## src/rtl/ram_access_arbiter.sv

```systemverilog
// ram_access_arbiter
// Two-port arbiter/sequencer in front of the 1024x16 data RAM.
// Port A is the CPU load/store path and port B is the loader/debug path.
// Every accepted request becomes exactly one registered RAM access. The
// granted port then receives a one-cycle response pulse that carries the
// read data for loads.
//
// Handshake: x_req_ready is a combinational grant. It is only ever 1 while
// x_req_valid is 1 and the sequencer is in IDLE or RESP. A request is taken
// on the rising edge where x_req_valid && x_req_ready. While valid is high
// and ready is low, the requester must hold addr/we/wdata stable. It may drop
// valid at any time before acceptance. x_rsp_valid is a single-cycle pulse
// with no backpressure.
module ram_access_arbiter #(
    parameter int ADDR_W     = 10,
    parameter int DATA_W     = 16,
    parameter int FIXED_PRIO = 0
) (
    input  logic              clk,
    input  logic              rst_n,
    input  logic              a_req_valid,
    output logic              a_req_ready,
    input  logic              a_req_we,
    input  logic [ADDR_W-1:0] a_req_addr,
    input  logic [DATA_W-1:0] a_req_wdata,
    output logic              a_rsp_valid,
    output logic [DATA_W-1:0] a_rsp_rdata,
    input  logic              b_req_valid,
    output logic              b_req_ready,
    input  logic              b_req_we,
    input  logic [ADDR_W-1:0] b_req_addr,
    input  logic [DATA_W-1:0] b_req_wdata,
    output logic              b_rsp_valid,
    output logic [DATA_W-1:0] b_rsp_rdata,
    output logic [ADDR_W-1:0] ram_addr,
    output logic [DATA_W-1:0] ram_write_data,
    output logic              ram_write_enable,
    input  logic [DATA_W-1:0] ram_read_data,
    output logic              busy
);

    localparam logic [1:0] IDLE   = 2'd0;
    localparam logic [1:0] ACCESS = 2'd1;
    localparam logic [1:0] RESP   = 2'd2;

    logic [1:0]        state;
    logic [1:0]        state_next;
    logic              last_grant;   // 0 = A granted last, 1 = B granted last
    logic              cur_port;     // port owning the access in flight
    logic              arb_en;
    logic              a_win;
    logic              b_win;
    logic              accept;
    logic              sel_we;
    logic [ADDR_W-1:0] sel_addr;
    logic [DATA_W-1:0] sel_wdata;

    // Arbitration: only in IDLE/RESP; A wins ties under fixed priority or when B went last
    always_comb begin
        arb_en = (state == IDLE) || (state == RESP);
        a_win  = arb_en && a_req_valid &&
                 (!b_req_valid || (FIXED_PRIO != 0) || last_grant);
        b_win  = arb_en && b_req_valid &&
                 !(a_req_valid && ((FIXED_PRIO != 0) || last_grant));
        accept = a_win || b_win;
    end

    assign a_req_ready = a_win;
    assign b_req_ready = b_win;

    // Request fields of the winning port
    always_comb begin
        sel_we    = b_win ? b_req_we    : a_req_we;
        sel_addr  = b_win ? b_req_addr  : a_req_addr;
        sel_wdata = b_win ? b_req_wdata : a_req_wdata;
    end

    // Next state: ACCESS and RESP each last one cycle; RESP may chain into ACCESS
    always_comb begin
        state_next = IDLE;
        case (state)
            IDLE:    state_next = accept ? ACCESS : IDLE;
            ACCESS:  state_next = RESP;
            RESP:    state_next = accept ? ACCESS : IDLE;
            default: state_next = IDLE;
        endcase
    end

    // Sequencer registers: RAM command, response pulses, grant history
    always_ff @(posedge clk) begin
        if (!rst_n) begin
            state            <= IDLE;
            busy             <= 1'b0;
            last_grant       <= 1'b1;
            cur_port         <= 1'b0;
            ram_addr         <= '0;
            ram_write_data   <= '0;
            ram_write_enable <= 1'b0;
            a_rsp_valid      <= 1'b0;
            a_rsp_rdata      <= '0;
            b_rsp_valid      <= 1'b0;
            b_rsp_rdata      <= '0;
        end else begin
            state <= state_next;
            busy  <= (state_next != IDLE);
            case (state)
                IDLE, RESP: begin
                    a_rsp_valid      <= 1'b0;
                    b_rsp_valid      <= 1'b0;
                    ram_write_enable <= 1'b0;
                    if (accept) begin
                        cur_port         <= b_win;
                        last_grant       <= b_win;
                        ram_addr         <= sel_addr;
                        ram_write_enable <= sel_we;
                        // Write data only moves on stores so loads leave the bus quiet
                        if (sel_we) begin
                            ram_write_data <= sel_wdata;
                        end
                    end
                end
                ACCESS: begin
                    // ram_write_enable still holds the we of this access here
                    ram_write_enable <= 1'b0;
                    if (cur_port) begin
                        b_rsp_valid <= 1'b1;
                        if (!ram_write_enable) begin
                            b_rsp_rdata <= ram_read_data;
                        end
                    end else begin
                        a_rsp_valid <= 1'b1;
                        if (!ram_write_enable) begin
                            a_rsp_rdata <= ram_read_data;
                        end
                    end
                end
                default: begin
                    ram_write_enable <= 1'b0;
                    a_rsp_valid      <= 1'b0;
                    b_rsp_valid      <= 1'b0;
                end
            endcase
        end
    end

endmodule
```

## config.mk

```make
export PLATFORM = sky130hd
export DESIGN_NAME = ram_access_arbiter
export DESIGN_NICKNAME = d
export VERILOG_FILES = /design/src/rtl/ram_access_arbiter.sv
export SDC_FILE = /design/constraint.sdc
export NUM_CORES = 1
export LEC_CHECK = 0
export ABC_AREA = 1
export CAP_MARGIN = 10
export CORE_MARGIN = 1
export CORE_UTILIZATION = 30
export DETAILED_ROUTE_END_ITERATION = 10
export PLACE_DENSITY = 0.73
export SETUP_SLACK_MARGIN = 0.4
export SYNTH_ARGS = -nofsm -noshare
export SYNTH_HDL_FRONTEND = slang
export SYNTH_SLANG_ARGS = --single-unit
```

## constraint.sdc

```tcl
create_clock -name clk -period 3.2 [get_ports clk]
set_input_delay 0.64 -clock clk [delete_from_list [all_inputs] [get_ports clk]]
set_output_delay 0.64 -clock clk [all_outputs]
set_load 0.005 [all_outputs]
```

======== After elaboration in Yosys (flattened, before gate mapping) ========
Cells that the tools add are included.
word-level totals
  bits in registers ....................... 66
  latch bits .............................. 0
  RAM bits ................................ 0
  bits in read-only memories .............. 0
  input bits .............................. 74
  output and inout bits ................... 64
  logic and storage cells ................. 39
  memories ................................ 0
cells by class
  $add $sub $neg .......................... 0
  multiply operators ...................... 0
  divide/modulo/power cells ............... 0
  order comparisons ....................... 0
  equality and inequality tests ........... 2
  shift operators ......................... 0
  muxes and demuxes ....................... 5
  bitwise operators ....................... 2
  reduce and logical (&&, ||, !) cells .... 19
operator list
  operator                                                                number
  16-bit 2-to-1 mux                                                       1
  3-bit AND reduction                                                     4
  10-bit 2-to-1 mux                                                       1
  1-bit logical AND                                                       5
  2-bit one-hot mux with 2 select lines                                   1
  2-bit AND reduction                                                     2
  1-bit logical OR                                                        3
  2-bit by 1-bit equality test with 1-bit output (second input constant)  1
  2-bit equality test (second input constant)                             1
  1-bit zero test                                                         2
  2-bit zero test                                                         1
  1-bit 2-to-1 mux                                                        2
  1-bit inverter                                                          2
  2-bit nonzero test                                                      1
  2-bit OR reduction                                                      1

======== Depth between registers and ports, before layout ========
Gate-level depths: netlist of run 1.
  depth in word-level cells ............... 8
  gate-level depth with buffers ........... 8
  mapped depth without buffers ............ 7

======== Worst setup path after synthesis of run 1 ========
Ideal clock, no wire load.
  path type ............................... input -> output
  from .................................... input a_req_valid
  to ...................................... output b_req_ready
  arrival ................................. 1050 ps
  required time ........................... 2560 ps
  path slack .............................. 1510 ps
  stages .................................. 4
  path buffers ............................ 1
  cell sequence ........................... nand2_2 nand3_4 inv_2 buf_6
on the way
  longest elaborated chain between the ends .. 3
RTL lines
  element             RTL line  source
  start: declaration  21        input logic a_req_valid,
  1-bit logical AND   64        !(a_req_valid && ((FIXED_PRIO != 0) || last_grant));
  1-bit zero test     64
  1-bit logical AND   63        b_win = arb_en && b_req_valid &&
  end: declaration    29        output logic b_req_ready,
Every way passes these cells.

======== Final worst setup path of run 1 ========
Same ends and word-level chain as after synthesis.

==> results of run 1 <==
[flip-flops by register name, summed over array words and instances, names as in the netlist]
signal and cells:
last_grant 1, ram_write_enable 1, ram_write_data 16, busy 1, b_rsp_rdata 16, a_rsp_valid 1, ram_addr 10, state 2
cur_port 1, b_rsp_valid 1, a_rsp_rdata 16
[cells in the mapped netlist]
cell	instances	area, µm²
nor2_1	105	394.1
nand2_1	94	352.8
dfxtp_1	66	1321
o21ai_0	38	190.2
inv_1	34	127.6
o21ai_1	14	70.07
nand3_1	11	55.05
buf_6	9	101.4
buf_2	6	30.03
clkbuf_1	6	22.52
inv_2	6	22.52
nand2_2	4	25.02
nand3_4	2	35.03
a21oi_1	1	5.000
nand3_2	1	10.01
nor2_2	1	6.260
nor2_4	1	11.26
nor3_1	1	5.000
o21ai_2	1	8.760
[worst paths after layout]
kind                                                from                             end  slack (ns)  depth (start not counted)
worst max register to register       state[0]$_SDFF_PN0_  ram_write_data[9]$_SDFFE_PN0P_        1.52                          8
worst min-delay path            ram_addr[8]$_SDFFE_PN0P_        ram_addr[8]$_SDFFE_PN0P_        0.48                          2
worst max-delay path                         a_req_valid                     b_req_ready        0.50                          5
worst min register to register  ram_addr[8]$_SDFFE_PN0P_        ram_addr[8]$_SDFFE_PN0P_        0.48                          2
[layer usage]
| metal | share of wire | routed length (µm) |
|---|---|---|
| met1 | 0.42 | 3053 |
| met2 | 0.47 | 3408 |
| met3 | 0.099 | 717 |
| met4 | 0.0099 | 72 |
| met5 | 0 | 0 |
[area by class of cell]
type | count | area [µm²]
Clock buffer | 11 | 141.4
Clock inverter | 5 | 53.80
Fill cell | 913 | 4488
Inverter | 40 | 151.4
Multi-Input combinational cell | 274 | 1169
Sequential cell | 66 | 1321
Tap cell | 108 | 135.1
Timing Repair Buffer | 140 | 1389
[stage by stage]
stage	cells	power, mW	hold slack, ns
finish	644	2.046	0.4773
global route	644	2.175	0.5045
global placement	628	1.374	0.4599
CTS	644	2.081	0.4812
detailed placement	628	1.384	0.4696
floorplan	401	1.144	0.4643
[critical path: stages]
cell and delay [ns]:
clkdlybuf4s50_1 0.53, nand2_2 0.10, nand3_4 0.08, clkinv_2 0.19
clkdlybuf4s50_1 0.52
[what timing repair did]
action | CTS | global route
resized for setup | 0 | 1
hold buffers | 0 | 0
hold endpoints to repair | 0 | 0
endpoints found under the setup margin | 0 | 1
[cells by family (layout without fill, tap and decap cells)]
kind of cell | count (synthesis) | in the layout | synth area share
AO/OA/AOI/OAI | 54 | 54 | 0.09807
flip-flops | 66 | 66 | 0.4729
buffers and inverters | 61 | 196 | 0.1088
AND/OR/NAND/NOR | 220 | 220 | 0.3202
[power breakdown]
group | switching [mW] | internal [mW]
clock network | 0.306 | 0.379
registers | 0.0345 | 0.887
logic | 0.191 | 0.249
total | 0.531 | 1.52
==> reports/qor.csv, run 1 <==
stage,metric,value,unit
critical_path,cp_max_fo,17,
placed_design,place_ws,0.4599,ns
timing,max-slew-margin-rel,0.6130,
drt,dr.first_iter.drc_count,81,
final_layout,final_util,0.4928,
worst_hold_path,min_path_type,reg2reg,
synthesis,ys_seq_area_frac,0.4729,
timing,clock_skew,0.009821,ns
clock_tree,cts.sinks,66,
power_and_ir_drop,power_density,469.3,nW/µm²
final_layout,diodes,0,
drt,firstDrtPassIters,10,
clock_tree,path_clk_slew,0.06,ns
drt,routed_via_density,4.376,
final_layout,area_growth,56.07,%
clock_tree,cts_tree,built,
global_routing,grt.overflow.total,0,
die,fp.dieH,98.51,µm
placed_design,placed_area,4164,µm²
global_routing,grt_max_degree,41,
synthesis,ys_warn_count,0,
timing,setup_viol,0,
clock_tree,cts_buffer_depth,2,
drt,ant_nets,0,
clock_tree,cts-root-buf,clkbuf_8,
placed_design,place_hpwl,5321,µm
outcome,status,"finished, violations left",
synthesis,ys_ff_latch,66,
synthesis,syn_area_per_cell,6.967,µm²
critical_path,crit_type,in2out,
power_and_ir_drop,p_leak,1.903,nW
critical_path,startpoint_type,primary input,
timing,hold_viol,0,
synthesis,synth_nets,475,
outcome,violations,design-rule violations,
final_layout,fin_nets,605,
clock_tree,post_cts_buffers,0,
timing,fin_crit,2.700,ns
placed_design,gp_congestion,0.7593,
clock_tree,clk_latency,0.33,ns
critical_path,critPathRequiredTime,2.56,ns
power_and_ir_drop,vdd_drop_max,257.6,µV
die,core_area,8848,µm²
clock_tree,cts_buffers,9,
drt,wl,7253,µm
clock_tree,htree_levels,3,
timing,layout_setup_ws,0.5001,ns
final_layout,layout_commonest_cell,clkdlybuf4s50_1,
final_layout,final_area,4360,µm²
global_routing,antenna_found_initial,0,
die,initial_utilization,0.3158,
final_layout,most-common-layout-cells,"136 x clkdlybuf4s50_1, 105 x nor2_1, 94 x nand2_1",
die,dieArea,9703,µm²
global_routing,top_usage_layer,met2,
drt,dr_total_vias,2818,
timing,tightest_slew,0.5805,ns
die,num_io_pins,138,
drt,drc,7,
die,core.rowCount,34,
synthesis,synth.distinct_cells,19,
critical_path,cp_data_arrival_time,2.06,ns
placed_design,port_buffers,137,
flow_run,cap_violations,0,
global_routing,gr-usage-met3,0.07092,
global_routing,grt_pass1_vias,2663,
synthesis,synth.cell_area,2794,µm²
timing,final.setup.tns,0,ns
global_routing,grtUsageTotal,0.1538,
timing,slew_viol_final,0,
timing,timing.final.crit_share,0.8437,
timing,fmax,370.4,MHz
critical_path,endpoint_kind,output pin,
global_routing,use_met2,0.2676,
synthesis,postSynthCellCount,401,
global_routing,grt_pass1_wl,11890,µm
drt,wl_per_cell,11.26,µm
final_layout,drive_above_1_share,0.06530,
die,die_w,98.51,µm
timing,rsz0062_at_grt,false,
global_routing,met1_usage,0.1676,
(Power assumes the default switching activity.)
==> run 2, diff against run 1 <==
Clock period 3.2 ns to 2.6 ns, I/O delays scaled along.
==> run 2 against run 1 <==
Compared with the run above:
- the flow still finishes with violations (design-rule violations)
- hold slack got worse by 0.0057 ns
- via count up 0.50%
- setup slack better by 0.041 ns
- critical path depth is the same
- count of clock-buffer cells in the layout is 2 higher
- first-iteration DRC count shrank 19%
- wire length is 0.29% lower
==> reports/qor.csv, run 2 (synthesized netlist as in run 1, its figures left out) <==
stage,metric,value,unit,change
outcome,status,"finished, violations left",,
outcome,violations,design-rule violations,,
die,core.rowCount,34,,unchanged
timing,fmax,485.7,MHz,
final_layout,most-common-layout-cells,"133 x clkdlybuf4s50_1, 105 x nor2_1, 94 x nand2_1",,
clock_tree,htree_levels,3,,unchanged
die,core_area,8848,µm²,unchanged
timing,fin_crit,2.059,ns,
timing,layout_setup_ws,0.5409,ns,+0.04080 ns
critical_path,reg2reg_slack,0.95,ns,-0.57 ns
power_and_ir_drop,p_sw_frac,0.2468,,-0.01268
power_and_ir_drop,switching_power,627.4,µW,+18%
global_routing,antenna_found_initial,0,,unchanged
power_and_ir_drop,p_comb_frac,0.213,,-0.002
drt,wl_per_cell,11.23,µm,-0.29%
timing,clock_skew,0.009665,ns,-0.0001563 ns
critical_path,reg2reg_depth,8,,unchanged
die,initial_utilization,0.3158,,unchanged
drt,routed_via_density,4.398,,+0.50%
timing,hold_slack,0.4716,ns,-0.005671 ns
die,die_w,98.51,µm,unchanged
worst_hold_path,min_path_type,reg2reg,,
timing,max-slew-margin-rel,0.6553,,+0.04226
power_and_ir_drop,clkPwrFrac,0.341,,+0.006
critical_path,startpoint_type,primary input,,
clock_tree,cts-root-buf,clkbuf_8,,
power_and_ir_drop,seqPwrFrac,0.447,,-0.004
placed_design,place_ws,0.2658,ns,-0.1941 ns
global_routing,grt_max_degree,40,,-2.4%
flow_run,cap_violations,0,,unchanged
power_and_ir_drop,power_density,580.9,nW/µm²,+24%
critical_path,endpoint_kind,output pin,,
final_layout,layout_commonest_cell,clkdlybuf4s50_1,,
timing,tightest_slew,0.5171,ns,-0.06339 ns
power_and_ir_drop,vdd_drop_max,309.9,µV,+20%
clock_tree,cts_buffers,9,,unchanged
global_routing,grt_pass1_vias,2704,,+1.5%
critical_path,crit_type,in2out,,
power_and_ir_drop,p_int,1.914,mW,+26%
critical_path,critPathRequiredTime,2.08,ns,-0.48 ns
clock_tree,path_clk_slew,0.06,ns,about the same
timing,final.setup.tns,0,ns,unchanged
die,dieArea,9703,µm²,unchanged
placed_design,placed_cells,629,,+0.16%
final_layout,fin_nets,606,,+0.17%
drt,ant_nets,0,,unchanged
timing,hold_viol,0,,unchanged
final_layout,diodes,0,,unchanged
placed_design,place_hpwl,5422,µm,+1.9%
clock_tree,clk_latency,0.33,ns,about the same
final_layout,reg_top3,"a_rsp_rdata: 16 flops, b_rsp_rdata: 16 flops, ram_write_data: 16 flops",,
drt,wl,7232,µm,-0.29%
worst_hold_path,hold_depth,2,,unchanged
drt,firstDrtPassIters,7,,-3
global_routing,grt.overflow.total,0,,unchanged
die,num_io_pins,138,,unchanged
timing,timing.final.crit_share,0.7920,,
global_routing,grt_pass1_wl,12010,µm,+1.0%
timing,setup_viol,0,,unchanged
global_routing,grtUsageTotal,0.1543,,+0.0004899
critical_path,cp_max_fo,3,,-14
placed_design,port_buffers,137,,unchanged
critical_path,cp_data_arrival_time,1.54,ns,-0.52 ns
placed_design,gp_congestion,0.7334,,-3.4%
final_layout,drive_above_1_share,0.06530,,unchanged
drt,drc,8,,+1
clock_tree,cts_buffer_depth,2,,unchanged
final_layout,area_growth,56.61,%,
power_and_ir_drop,p_leak,1.926,nW,+1.2%
clock_tree,cts.sinks,66,,unchanged
die,fp.dieH,98.51,µm,unchanged
clock_tree,hold_buffers,0,,unchanged
timing,slew_viol_final,0,,unchanged
drt,dr.first_iter.drc_count,66,,-19%
clock_tree,cts_tree,built,,
final_layout,fin_cells,644,,unchanged
final_layout,fillers,891,,-2.4%
drt,dr_total_vias,2832,,+0.50%
timing,rsz0062_at_grt,false,,
==> run 2: cell type report <==
| class | count | area [µm²] | area share |
|---|---|---|---|
| clock buffer | 13 | 168.9 | 0.03860 |
| clock inverter | 2 | 35.03 | 0.008007 |
| multi-input combinational | 274 | 1169 | 0.2671 |
| inverter | 40 | 150.1 | 0.03432 |
| tap | 108 | 135.1 | 0.03088 |
| timing repair buffer | 141 | 1396 | 0.3191 |
| sequential | 66 | 1321 | 0.3020 |
==> run 2: path summary, 6_finish.rpt <==
| kind | from | end |
|---|---|---|
| max | a_req_valid | b_req_ready |
| min | ram_addr[9]$_SDFFE_PN0P_ | ram_addr[9]$_SDFFE_PN0P_ |
| max reg2reg | state[0]$_SDFF_PN0_ | ram_write_data[12]$_SDFFE_PN0P_ |
| min reg2reg | ram_addr[9]$_SDFFE_PN0P_ | ram_addr[9]$_SDFFE_PN0P_ |
==> run 2: routing by layer <==
layer	vias to the layer above	GRT usage	share of wire
li1	1483	-	-
met1	1235	0.1629	0.43
met2	104	0.2768	0.47
met3	10	0.05603	0.088
met4	0	0.06544	0.016
met5	-	0	0
==> run 2: power by group through the flow <==
stage,clock [mW],sequential [mW],combinational [mW]
CTS,0.897,1.14,0.549
global placement,0,1.15,0.540
global route,0.937,1.15,0.605
detailed placement,0,1.16,0.547
floorplan,0,1.16,0.246
finish,0.866,1.14,0.541
==> run 2: timing repair <==
action,4_1_cts,5_1_grt
pin swaps,0,0
setup endpoints to repair,2,1
buffers inserted,0,0
resized for setup,2,1
cloned,0,0
==> run 2: worst max-delay path: stages <==
cell,delay (ns)
dlygate4sd2_1,0.27
nand2_2,0.11
nand3_4,0.08
inv_2,0.06
clkdlybuf4s50_1,0.49
==> run 2: per-stage QoR <==
step,instance area (µm²),util,total power [mW]
final,4375,0.4945,2.542
after global routing,4375,0.4945,2.688
after CTS,4373,0.4942,2.583
after detailed placement,4172,0.4714,1.705
after global placement,4172,0.4714,1.694
after floorplan,2794,-,1.408
